## src/rtl/float_div_seq.sv

```systemverilog
// Sequential restoring divider for the reduced float format: one quotient bit per cycle,
// truncating result, saturation on overflow, flush-to-zero on underflow.
module float_div_seq #(
  parameter int NM = 23,
  parameter int NE = 8
) (
  input  logic             clk,
  input  logic             reset,
  input  logic             start,
  input  logic [NE+NM:0]   a,
  input  logic [NE+NM:0]   b,
  output logic             ready,
  output logic             done,
  output logic [NE+NM:0]   result,
  output logic             div_by_zero
);

  // state | meaning
  // IDLE  | waiting for start, ready=1
  // DIV   | one quotient bit per edge, NM+2 steps
  // NORM  | normalise, register result, pulse done
  typedef enum logic [1:0] {IDLE, DIV, NORM} state_t;

  localparam int CW = $clog2(NM + 2);
  localparam logic [CW-1:0]        CNT_INIT = CW'(NM + 1);
  localparam logic signed [NE+1:0] E_BIAS   = (NE+2)'(2**(NE-1) - 1);
  localparam logic signed [NE+1:0] E_OVF    = (NE+2)'(2**NE - 1);
  localparam logic [NE-1:0]        E_SAT    = NE'(2**NE - 2);

  state_t state, state_nxt;

  logic                  sgn, az, bz;
  logic [NE+1:0]         ediff;
  logic [NM+1:0]         rem;
  logic [NM:0]           dvs;
  logic [NM+1:0]         q;
  logic [CW-1:0]         cnt;

  logic                  rem_ge;
  logic [NM:0]           rem_sub;
  logic [NM+1:0]         rem_nxt;
  logic signed [NE+1:0]  e_full;
  logic [NM-1:0]         m_norm;
  logic [NE+NM:0]        res_nxt;

  always_ff @(posedge clk or posedge reset) begin
    if (reset) state <= IDLE;
    else       state <= state_nxt;
  end

  always_comb begin
    state_nxt = state;
    ready     = 1'b0;
    case (state)
      IDLE: begin
        ready = 1'b1;
        if (start) state_nxt = DIV;
      end
      DIV:     if (cnt == '0) state_nxt = NORM;
      NORM:    state_nxt = IDLE;
      default: state_nxt = IDLE;
    endcase
  end

  // rem stays below 2*dvs, so the difference always fits in NM+1 bits
  always_comb begin
    rem_ge  = (rem >= {1'b0, dvs});
    rem_sub = rem[NM:0] - dvs;
    rem_nxt = rem_ge ? {rem_sub, 1'b0} : {rem[NM:0], 1'b0};
  end

  always_comb begin
    e_full = ediff + E_BIAS - {{(NE+1){1'b0}}, ~q[NM+1]};
    m_norm = q[NM+1] ? q[NM:1] : q[NM-1:0];
    if (bz)
      res_nxt = {sgn, E_SAT, {NM{1'b1}}};
    else if (az)
      res_nxt = {sgn, {NE{1'b0}}, {NM{1'b0}}};
    else if (e_full >= E_OVF)
      res_nxt = {sgn, E_SAT, {NM{1'b1}}};
    else if (e_full[NE+1] || e_full == '0)
      res_nxt = {sgn, {NE{1'b0}}, {NM{1'b0}}};
    else
      res_nxt = {sgn, e_full[NE-1:0], m_norm};
  end

  always_ff @(posedge clk or posedge reset) begin
    if (reset) begin
      sgn         <= 1'b0;
      az          <= 1'b0;
      bz          <= 1'b0;
      ediff       <= '0;
      rem         <= '0;
      dvs         <= '0;
      q           <= '0;
      cnt         <= '0;
      done        <= 1'b0;
      result      <= '0;
      div_by_zero <= 1'b0;
    end else begin
      done <= 1'b0;
      case (state)
        IDLE: if (start) begin
          sgn   <= a[NE+NM] ^ b[NE+NM];
          az    <= (a[NE+NM-1:NM] == '0);
          bz    <= (b[NE+NM-1:NM] == '0);
          ediff <= {2'b00, a[NE+NM-1:NM]} - {2'b00, b[NE+NM-1:NM]};
          rem   <= {2'b01, a[NM-1:0]};
          dvs   <= {1'b1, b[NM-1:0]};
          q     <= '0;
          cnt   <= CNT_INIT;
        end
        DIV: begin
          q   <= {q[NM:0], rem_ge};
          rem <= rem_nxt;
          if (cnt != '0) cnt <= cnt - 1'b1;
        end
        NORM: begin
          result      <= res_nxt;
          div_by_zero <= bz;
          done        <= 1'b1;
        end
        default: ;
      endcase
    end
  end

endmodule

```

## config.mk

```make
export PLATFORM = sky130hd
export DESIGN_NAME = float_div_seq
export DESIGN_NICKNAME = d
export VERILOG_FILES = /design/src/rtl/float_div_seq.sv
export SDC_FILE = /design/constraint.sdc
export NUM_CORES = 1
export LEC_CHECK = 0
export CORE_ASPECT_RATIO = 0.6
export CORE_UTILIZATION = 45
export DETAILED_ROUTE_END_ITERATION = 16
export PLACE_DENSITY = 0.68
export SETUP_SLACK_MARGIN = 0.15
export SYNTH_ARGS = -nofsm -noshare
export SYNTH_HDL_FRONTEND = slang
export SYNTH_SLANG_ARGS = --single-unit
```

## constraint.sdc

```tcl
create_clock -name clk -period 14.4 [get_ports clk]
set_clock_uncertainty 0.05 [all_clocks]
set_input_delay 4.32 -clock clk [delete_from_list [all_inputs] [get_ports clk]]
set_output_delay 4.32 -clock clk [all_outputs]
set_load 0.005 [all_outputs]
```

==> impl_metrics.tcl <==
set metrics [dict create \
    min_path_type "reg2reg" \
    post-route-min-period_ps 6520 \
    arrival_ps 6800 \
    final_cell_mix "dfrtp_1, nand2_1, clkdlybuf4s50_1" \
    yosysUniqueCellTypes 70 \
    synthCells 768 \
    yosysWarnings 0 \
    crit_path_start_kind "input port" \
    pwr-share-clk_pct 17.2 \
    yosysSeqAreaShare_pct 42.5 \
    start_util_pct 46.0 \
    synth_enable_flop_cells 0 \
    use_met3_pct 3.18 \
    fp-row-count 36 \
    grt_pass1_vias 5372 \
    drc 0 \
    die_x_um 168 \
    fin_total_pwr_mw 2.34 \
    crit_path_start "start" \
    final-setup-viol-count 0 \
    core-area_um2 16300 \
    reg2reg_to "result[19]" \
    grt_max_degree 65 \
    synth_top_flop_cell "dfrtp_1" \
    layout_commonest_cell "dfrtp_1" \
    irDropWorstVdd_v 0.000128 \
    clockBufferDepth 2 \
    grt_use_met1_pct 33.5 \
    cts_tree "done" \
    power.leakage_nw 4.11 \
    fmax_mhz 153 \
    dr.pass1.iters 5 \
    grt_util_all_layers_pct 20.6 \
    power.internal_mw 1.35 \
    syn_avg_cell_area_um2 9.74 \
    outcome "finished, final reports clean" \
    async_flop_share_pct 100 \
    cts_htree_levels 4 \
    clockRootBuffer "clkbuf_16" \
    max_cap_viol_count 0 \
    numCtsBuffers 17 \
    switching_power_mw 0.996 \
    combPwrFrac_pct 57.0 \
    pwr_density_cell_nw_per_um2 255 \
    hold_viol 0 \
    r2r-start "q[24]" \
    reg2reg_slack_ps 11360 \
    syn2layout_area_growth_pct 23.0 \
    slew_headroom_pct 22.5 \
    power.share.switching_pct 42.5 \
    clk_latency_ps 400 \
    yosysTopAreaCellShare_pct 42.5 \
    setup_tns_ps 0 \
    use_met2_pct 27.3 \
    grt_pass1_wl_um 27700 \
    antenna_cells 0 \
    required_ps 14680 \
    ios 102 \
    synth_top_area_cell "dfrtp_1" \
    ant_nets 0 \
    synthTopCellsByArea "dfrtp_1, ha_1, nand2_1" \
    end_kind "register" \
    io_buffers 101 \
    slew_viol_final 0 \
    wl_per_cell_um 15.5 \
    dieArea_um2 17200 \
    wirelength_um 17000 \
    syn_area_um2 7480 \
    ff2ff_path_depth 12 \
    gp_congestion 0.880 \
    crit_path_end "rem[14]" \
    worstHoldPathCells 2 \
    crit_type "in2reg" \
    ctsResizeCount 0 \
    hold_buffers 0 \
    place_hpwl_um 11900 \
    layout.nets 970 \
    vias 5803 \
    grt-busiest-layer "met1" \
    grt_overflow_total 0 \
    tightest_slew_ps 1160 \
    postCtsSetupBuffers 0 \
    drt_iter0_markers 365 \
    cp_max_fo 56 \
    viasPerCell 5.29 \
    period_share_pct 45.3 \
    fp.dieH_um 102 \
    drive_gt1_share_pct 9.31 \
    clk_pin_slew_ps 60 \
    syn-num-nets 880 \
    antenna_found_initial 0 \
    rsz0062_at_grt "false" \
    pwr-share-seq_pct 25.8 \
    yosys_register_bits 127 \
    numClockSinks 127 \
]
synthesized netlist by cell type, types with 9 or more instances:
cell / count
a22o_1: 25
mux2i_1: 39
o211ai_2: 21
xnor2_1: 21
nor2b_1: 11
a21o_1: 10
dfrtp_1: 127
o211ai_1: 9
nor2_1: 37
o21ai_1: 13
o22ai_1: 10
ha_1: 42
o21ai_0: 45
nand2_1: 109
clkbuf_1: 25
inv_1: 56
xor2_1: 9
a21oi_1: 31
nor3_1: 12
layer usage:
metal,routed length [um],vias to the layer above
met4,111,0
met2,6620,134
met1,9610,2740
met5,0,-
li1,-,2920
met3,694,9
power groups by stage:
stage	Sequential [mW]	Combinational, mW	Clock (mW)
after global placement	0.605	1.30	0
final	0.604	1.34	0.403
after global routing	0.620	1.48	0.427
after detailed placement	0.607	1.32	0
after CTS	0.603	1.33	0.411
after floorplan	0.581	1.07	0
kinds of logic after synthesis:
group	count (synthesis)	synth area share, %
AOI/OAI and AO/OA	218	21.9
and+or+nand+nor	212	13.1
DFF	127	42.5
buffers and inverters	95	5.60
adders and majority gates	45	7.83
muxes	41	5.62
xor gates and xnor gates	30	3.51
stage by stage:
stage | hold WS [ps] | std cells | instance area [um2] | setup WS [ps] | utilization [%]
finish | 398 | 1098 | 9200 | 7880 | 56.6
global route | 426 | 1098 | 9200 | 7700 | 56.6
CTS | 398 | 1098 | 9200 | 7860 | 56.6
detailed placement | 386 | 1067 | 8650 | 7450 | 53.2
global placement | 378 | 1067 | 8650 | 7500 | 53.2
floorplan | 368 | 768 | 7480 | 6650 | -
registers in the layout (all words and copies together) (netlist names):
register / count
result: 32
q: 25
rem: 25
dvs: 24
ediff: 9
cnt: 5
state: 2
az: 1
bz: 1
div_by_zero: 1
done: 1
sgn: 1
how the worst min path moves through the flow:
stage / startpoint / to
finish: dvs[23] / dvs[23]
global route: dvs[23] / dvs[23]
CTS: dvs[23] / dvs[23]
detailed placement: dvs[23] / dvs[23]
global placement: dvs[23] / dvs[23]
floorplan: dvs[23] / dvs[23]
area by class of cell:
class / count / area [um2]
Fill cell: 1426 / 7060
Multi-Input combinational cell: 546 / 3890
Sequential cell: 127 / 3180
Timing Repair Buffer: 110 / 1080
Clock buffer: 22 / 464
Tap cell: 228 / 285
Inverter: 56 / 213
Clock inverter: 9 / 87.6
critical path, cell delays in order:
cell	delay, ps
clkdlybuf4s50_1	480
nor2_1	50
or2_2	600
nor2_4	1010
a22oi_1	150
o21ai_1	150
(Power assumes the default switching activity.)
